<file path="config.mk">
export PLATFORM = sky130hd
export DESIGN_NAME = vga_game_timing
export DESIGN_NICKNAME = d
export VERILOG_FILES = /design/src/rtl/vga_game_timing_pkg.sv /design/src/rtl/vga_game_timing_axis_counter.sv /design/src/rtl/vga_game_timing.sv
export SDC_FILE = /design/constraint.sdc
export NUM_CORES = 1
export LEC_CHECK = 0
export BUFFER_PORTS_ARGS = -buffer_cell sky130_fd_sc_hd__buf_2
export CORE_MARGIN = 2
export CORE_UTILIZATION = 35
export CTS_BUF_LIST = sky130_fd_sc_hd__clkbuf_4
export CTS_CLUSTER_SIZE = 16
export DETAILED_ROUTE_END_ITERATION = 6
export PLACE_DENSITY = 0.54
export SLEW_MARGIN = 20
export SYNTH_ARGS = -nofsm -noshare
export SYNTH_HDL_FRONTEND = slang
export SYNTH_HIERARCHICAL = 1
export SYNTH_SLANG_ARGS = --single-unit
</file>
<file path="constraint.sdc">
create_clock -name clk -period 3.05 [get_ports clk]
set_clock_uncertainty 0.2 [all_clocks]
set_input_delay 0.61 -clock clk [delete_from_list [all_inputs] [get_ports clk]]
set_output_delay 0.61 -clock clk [all_outputs]
set_load 0.05 [all_outputs]
</file>
<file path="src/rtl/vga_game_timing_pkg.sv">
// Raster and game-field constants shared by the vga_game_timing display path:
// 800x600 VGA timing and the Pac-Man 224x288 field upscaled by two.
package vga_game_timing_pkg;

    localparam int VGA_H_VISIBLE = 800;
    localparam int VGA_H_FRONT   = 40;
    localparam int VGA_H_SYNC    = 128;
    localparam int VGA_H_BACK    = 88;
    localparam int VGA_V_VISIBLE = 600;
    localparam int VGA_V_FRONT   = 1;
    localparam int VGA_V_SYNC    = 4;
    localparam int VGA_V_BACK    = 23;
    localparam bit VGA_SYNC_POL  = 1'b1;

    localparam int PACMAN_H_VISIBLE_AREA = 224;
    localparam int PACMAN_V_VISIBLE_AREA = 288;
    localparam int PACMAN_SCALE          = 2;

    // Left/top margin that centres the scaled game field in the visible area.
    function automatic int win_offset(input int visible, input int game, input int scale);
        return (visible - game * scale) / 2;
    endfunction

    function automatic int bits_for(input int n);
        return (n > 1) ? $clog2(n) : 1;
    endfunction

endpackage

</file>
<file path="src/rtl/vga_game_timing_axis_counter.sv">
// One raster axis: physical position counter plus the game-space sub-pixel
// and coordinate counters that restart at the window's leading edge.
module game_axis_counter
    import vga_game_timing_pkg::*;
#(
    parameter int TOTAL     = 1056,
    parameter int OFFSET    = 176,
    parameter int SCALE     = 2,
    parameter int GAME_SIZE = 224,
    localparam int CW = $clog2(TOTAL),
    localparam int SW = bits_for(SCALE),
    localparam int GW = $clog2(GAME_SIZE)
) (
    input  logic          clk,
    input  logic          rst,
    input  logic          en,
    input  logic          lower_wrap,
    output logic [CW-1:0] count,
    output logic          in_win,
    output logic [SW-1:0] sub,
    output logic [GW-1:0] game
);

    localparam logic [CW-1:0] LAST     = CW'(TOTAL - 1);
    localparam logic [CW-1:0] WIN_LO   = CW'(OFFSET);
    localparam logic [CW-1:0] WIN_HI   = CW'(OFFSET + GAME_SIZE * SCALE);
    localparam logic [SW-1:0] SUB_LAST = SW'(SCALE - 1);

    logic [CW-1:0] count_q, count_d;
    logic [SW-1:0] sub_q, sub_d;
    logic [GW-1:0] game_q, game_d;
    logic          step;

    assign step   = en & lower_wrap;
    assign in_win = (count_q >= WIN_LO) && (count_q < WIN_HI);

    // Sub/game values always describe the position held in count_q, so they
    // are loaded together with the position that enters the window.
    always_comb begin
        count_d = count_q;
        sub_d   = sub_q;
        game_d  = game_q;
        if (step) begin
            count_d = (count_q == LAST) ? '0 : count_q + 1'b1;
            if (count_d == WIN_LO) begin
                sub_d  = '0;
                game_d = '0;
            end else if (in_win) begin
                if (sub_q == SUB_LAST) begin
                    sub_d  = '0;
                    game_d = game_q + 1'b1;
                end else begin
                    sub_d = sub_q + 1'b1;
                end
            end
        end
    end

    always_ff @(posedge clk or posedge rst) begin
        if (rst) begin
            count_q <= '0;
            sub_q   <= '0;
            game_q  <= '0;
        end else begin
            count_q <= count_d;
            sub_q   <= sub_d;
            game_q  <= game_d;
        end
    end

    assign count = count_q;
    assign sub   = sub_q;
    assign game  = game_q;

endmodule

</file>
<file path="src/rtl/vga_game_timing.sv">
// VGA sync plus upscaled game-space strobes/coordinates for the Pac-Man path.
// GAME_PIX_STB_ALL_LINES_EN: game_pix_stb fires on every physical line of a game row.
module vga_game_timing
    import vga_game_timing_pkg::*;
#(
    parameter int H_VISIBLE = VGA_H_VISIBLE,
    parameter int H_FRONT   = VGA_H_FRONT,
    parameter int H_SYNC    = VGA_H_SYNC,
    parameter int H_BACK    = VGA_H_BACK,
    parameter int V_VISIBLE = VGA_V_VISIBLE,
    parameter int V_FRONT   = VGA_V_FRONT,
    parameter int V_SYNC    = VGA_V_SYNC,
    parameter int V_BACK    = VGA_V_BACK,
    parameter bit SYNC_POL  = VGA_SYNC_POL,
    parameter int SCALE     = PACMAN_SCALE,
    parameter int GAME_W    = PACMAN_H_VISIBLE_AREA,
    parameter int GAME_H    = PACMAN_V_VISIBLE_AREA
) (
    input  logic                      clk,
    input  logic                      rst,
    output logic                      hsync,
    output logic                      vsync,
    output logic [$clog2(GAME_W)-1:0] sx,
    output logic [$clog2(GAME_H)-1:0] sy,
    output logic                      game_pix_stb,
    output logic                      frame_stb,
    output logic                      display_enabled
);

    localparam int H_TOTAL = H_VISIBLE + H_FRONT + H_SYNC + H_BACK;
    localparam int V_TOTAL = V_VISIBLE + V_FRONT + V_SYNC + V_BACK;
    localparam int HCW = $clog2(H_TOTAL);
    localparam int VCW = $clog2(V_TOTAL);
    localparam int SW  = bits_for(SCALE);
    localparam int XW  = $clog2(GAME_W);
    localparam int YW  = $clog2(GAME_H);

    localparam logic [HCW-1:0] H_LAST  = HCW'(H_TOTAL - 1);
    localparam logic [HCW-1:0] HS_LO   = HCW'(H_VISIBLE + H_FRONT);
    localparam logic [HCW-1:0] HS_HI   = HCW'(H_VISIBLE + H_FRONT + H_SYNC);
    localparam logic [VCW-1:0] VS_LO   = VCW'(V_VISIBLE + V_FRONT);
    localparam logic [VCW-1:0] VS_HI   = VCW'(V_VISIBLE + V_FRONT + V_SYNC);

`ifdef GAME_PIX_STB_ALL_LINES_EN
    localparam bit PIX_ALL_LINES = 1'b1;
`else
    localparam bit PIX_ALL_LINES = 1'b0;
`endif

    logic [HCW-1:0] hc;
    logic [VCW-1:0] vc;
    logic [SW-1:0]  hsub, vsub;
    logic [XW-1:0]  hx;
    logic [YW-1:0]  vy;
    logic           h_in, v_in, in_win, h_wrap;

    assign h_wrap = (hc == H_LAST);
    assign in_win = h_in & v_in;

    game_axis_counter #(
        .TOTAL(H_TOTAL), .OFFSET(win_offset(H_VISIBLE, GAME_W, SCALE)),
        .SCALE(SCALE), .GAME_SIZE(GAME_W)
    ) u_h_axis (
        .clk(clk), .rst(rst), .en(1'b1), .lower_wrap(1'b1),
        .count(hc), .in_win(h_in), .sub(hsub), .game(hx)
    );

    game_axis_counter #(
        .TOTAL(V_TOTAL), .OFFSET(win_offset(V_VISIBLE, GAME_H, SCALE)),
        .SCALE(SCALE), .GAME_SIZE(GAME_H)
    ) u_v_axis (
        .clk(clk), .rst(rst), .en(1'b1), .lower_wrap(h_wrap),
        .count(vc), .in_win(v_in), .sub(vsub), .game(vy)
    );

    logic          hsync_q, hsync_d, vsync_q, vsync_d;
    logic [XW-1:0] sx_q, sx_d;
    logic [YW-1:0] sy_q, sy_d;
    logic          pix_q, pix_d, frame_q, frame_d, de_q, de_d;

    always_comb begin
        hsync_d = ((hc >= HS_LO) && (hc < HS_HI)) ? SYNC_POL : ~SYNC_POL;
        vsync_d = ((vc >= VS_LO) && (vc < VS_HI)) ? SYNC_POL : ~SYNC_POL;
        de_d    = in_win;
        sx_d    = in_win ? hx : '0;
        sy_d    = in_win ? vy : '0;
        pix_d   = in_win && (hsub == '0) && (PIX_ALL_LINES || (vsub == '0));
        frame_d = in_win && (hsub == '0) && (vsub == '0) && (hx == '0) && (vy == '0);
    end

    // Every output goes through one register stage so they stay aligned.
    always_ff @(posedge clk or posedge rst) begin
        if (rst) begin
            hsync_q <= ~SYNC_POL;
            vsync_q <= ~SYNC_POL;
            sx_q    <= '0;
            sy_q    <= '0;
            pix_q   <= 1'b0;
            frame_q <= 1'b0;
            de_q    <= 1'b0;
        end else begin
            hsync_q <= hsync_d;
            vsync_q <= vsync_d;
            sx_q    <= sx_d;
            sy_q    <= sy_d;
            pix_q   <= pix_d;
            frame_q <= frame_d;
            de_q    <= de_d;
        end
    end

    assign hsync           = hsync_q;
    assign vsync           = vsync_q;
    assign sx              = sx_q;
    assign sy              = sy_q;
    assign game_pix_stb    = pix_q;
    assign frame_stb       = frame_q;
    assign display_enabled = de_q;

endmodule

</file>
==> results.yml <==
placement:
  pre_cts_ws_ps: 440
  dp.cells: 507
  place_congestion: 0.817
  placed_area_sq_mm: 0.00376
  portBuffers: 23
  hpwl_mm: 5.22
timing:
  rsz0062_at_grt: "false"
  slew_headroom: 0.404
  final_hold_viol_count: 0
  finalWorstSetupSlack_ps: 377
  drv_slew: 0
  setup_tns_ps: 0
  hold_ws_ps: 167
  post-route-period-util: 0.876
  period_minus_slack_ps: 2670
  tightest_slew_ps: 894
  setup_viol: 0
  fmax_ghz: 0.374
cts:
  cts_hold_buffers: 0
  clkTransAtPathRegs_ps: 100
  cts_buffer_depth: 2
  post_cts_buffers: 0
  cts_tree: "yes"
  clock_sinks: 62
  clock_latency_ps: 410
  numCtsBuffers: 9
  ctsResizeCount: 0
  cts_max_level: 3
  cts-root-buf: "clkbuf_4"
yosys:
  ys_async_sr_fraction: 1.00
  syn_avg_cell_area_sq_um: 9.89
  synth_seq_cells: 62
  synth_cell_types: 71
  synth_top_flop_cell: "dfrtp_1"
  synth_top_area_cell: "dfrtp_1"
  yosysSeqAreaShare: 0.439
  netlist.area_leader.share: 0.439
  synth_cells: 357
  ys_warn_count: 6
  synthTopCellsByArea: "dfrtp_1 44%, nand2_1 3.3%, and3_1 3.0%"
  syn_area_sq_mm: 0.00353
  synth_edf_count: 0
worst_setup_path:
  critPathMaxStageDelay_ps: 640
  worstPathRequired_ps: 3200
  crit_type: "reg -> reg"
  slowest_stage: "dfrtp_1"
  path_cells: "a21o_1 > a211oi_2 > or2_1 > nor2_1 > and2_4 > nor3b_4 > and3_1"
  worstPathMaxFanout: 18
  startpoint_type: "flop"
  arrival_ps: 2820
  end_kind: "flop"
detailed_routing:
  final_antenna_net_count: 0
  routedWlPerCell_um: 14.4
  dr.pass1.iters: 4
  route.detailed.drc: 0
  vias_per_cell: 5.15
  routed_wl_mm: 7.51
  drt_iter0_drc: 167
  vias: 2694
hold_path:
  hp-class: "in -> async"
power:
  pwr-share-seq: 0.528
  powerDensity_mw_per_mm2: 488
  clkPwrFrac: 0.334
  swShare: 0.301
  p_leak_nw: 1.78
  p_int_mw: 1.34
  p_comb_frac: 0.137
  p_sw_mw: 0.577
  max-vdd-ir-drop_mv: 0.167
  power_mw: 1.91
outcome:
  status: "finished, final reports clean"
floorplanning:
  die_area_sq_mm: 0.0109
  ios: 24
  start_util: 0.361
  coreArea_sq_mm: 0.00977
  dieWidth_um: 104
  row_count: 36
  die_height_um: 104
global_route:
  grt_max_degree: 23
  grt_usage: 0.149
  grt_pass1_vias: 2559
  antenna_found_initial: 0
  grt_pass1_wl_mm: 13.0
  gr-total-overflow: 0
layout:
  mostFrequentLayoutCell: "dfrtp_1"
  nNetsFinal: 395
  final_cell_mix: "62 x dfrtp_1, 31 x nand2_1, 26 x nor2_1"
  antenna_cells: 0
  final_util: 0.401
  drive_above_1_share: 0.200
  stdcell_count: 523
  post-route-cell-area_sq_mm: 0.00392
  syn2layout_area_growth_pct: 11.0
job:
  max_cap_viol_count: 0
==> worst max-delay path: cells and delay by family (launching register included) <==
kind	cells	cell delay [ps]
and+or+nand+nor	5	1490
DFF	1	640
AOI/OAI and AO/OA	2	280
==> metal layers <==
layer | wire, um | vias to the layer above | GRT usage
li1 | - | 1343 | -
met3 | 326 | 9 | 0.0320
met2 | 3620 | 68 | 0.241
met1 | 3450 | 1274 | 0.193
met5 | 0 | - | 0
met4 | 119 | 0 | 0.0598
==> power by group through the flow <==
stage	Clock, mW	Combinational [mW]	Sequential, mW
after global routing	0.710	0.302	1.03
final	0.640	0.263	1.01
after floorplan	0	0.264	0.966
after CTS	0.657	0.262	1.01
after global placement	0	0.255	1.03
after detailed placement	0	0.260	1.03
==> kinds of logic after synthesis <==
group	share of synthesized area
AOI/OAI and AO/OA	0.136
adders and majority gates	0.0283
DFF	0.439
other	0.00106
xor gates and xnor gates	0.0372
muxes	0.0276
buffers and inverters	0.0460
and+or+nand+nor	0.284
==> cell usage after synthesis, types with 5 or more instances <==
| library cell | instances |
|---|---|
| dfrtp_1 | 62 |
| nand2_1 | 31 |
| nor2_1 | 26 |
| o21ai_0 | 19 |
| and3_1 | 17 |
| inv_1 | 15 |
| nor3_1 | 15 |
| nand3_1 | 13 |
| nand4_1 | 9 |
| ha_1 | 8 |
| xor2_1 | 8 |
| and3_2 | 7 |
| xnor2_1 | 7 |
| mux2i_1 | 6 |
| nor4_1 | 6 |
| or3_1 | 6 |
| clkbuf_1 | 5 |
| nand2b_1 | 5 |
| nor2b_1 | 5 |
| o22ai_1 | 5 |
| o31ai_1 | 5 |
==> registers in the layout (all words and copies together), names as in the netlist, 8 cells and up <==
| register | count |
|---|---|
| u_v_axis/count | 10 |
| u_h_axis/game | 8 |
| u_h_axis/count | 11 |
| sx | 8 |
| u_v_axis/game | 9 |
| sy | 9 |
==> cell type report <==
cell class | instances | area [sq um]
multi-input cells | 269 | 1840
fillers | 967 | 5850
well taps | 133 | 166
flip-flops and latches | 62 | 1550
repair buffers | 27 | 145
inverters | 16 | 60.1
clock inverters | 5 | 73.8
clock buffers | 11 | 82.6
==> worst paths after layout <==
kind,cells past startpoint,slack (ps),end,from
min,2,170,u_h_axis/count[7]$_DFFE_PP0P_,rst
max in group asynchronous,2,1910,sx[0]$_DFF_PP0_,rst
max,7,380,frame_stb$_DFF_PP0_,u_h_axis/count[5]$_DFFE_PP0P_
max reg2reg,7,380,frame_stb$_DFF_PP0_,u_h_axis/count[5]$_DFFE_PP0P_
min in group clk,1,350,game_pix_stb$_DFF_PP0_,u_h_axis/sub$_DFFE_PP0P_
min reg2reg,1,350,game_pix_stb$_DFF_PP0_,u_h_axis/sub$_DFFE_PP0P_
No activity file was read; power rests on OpenSTA's default activity.
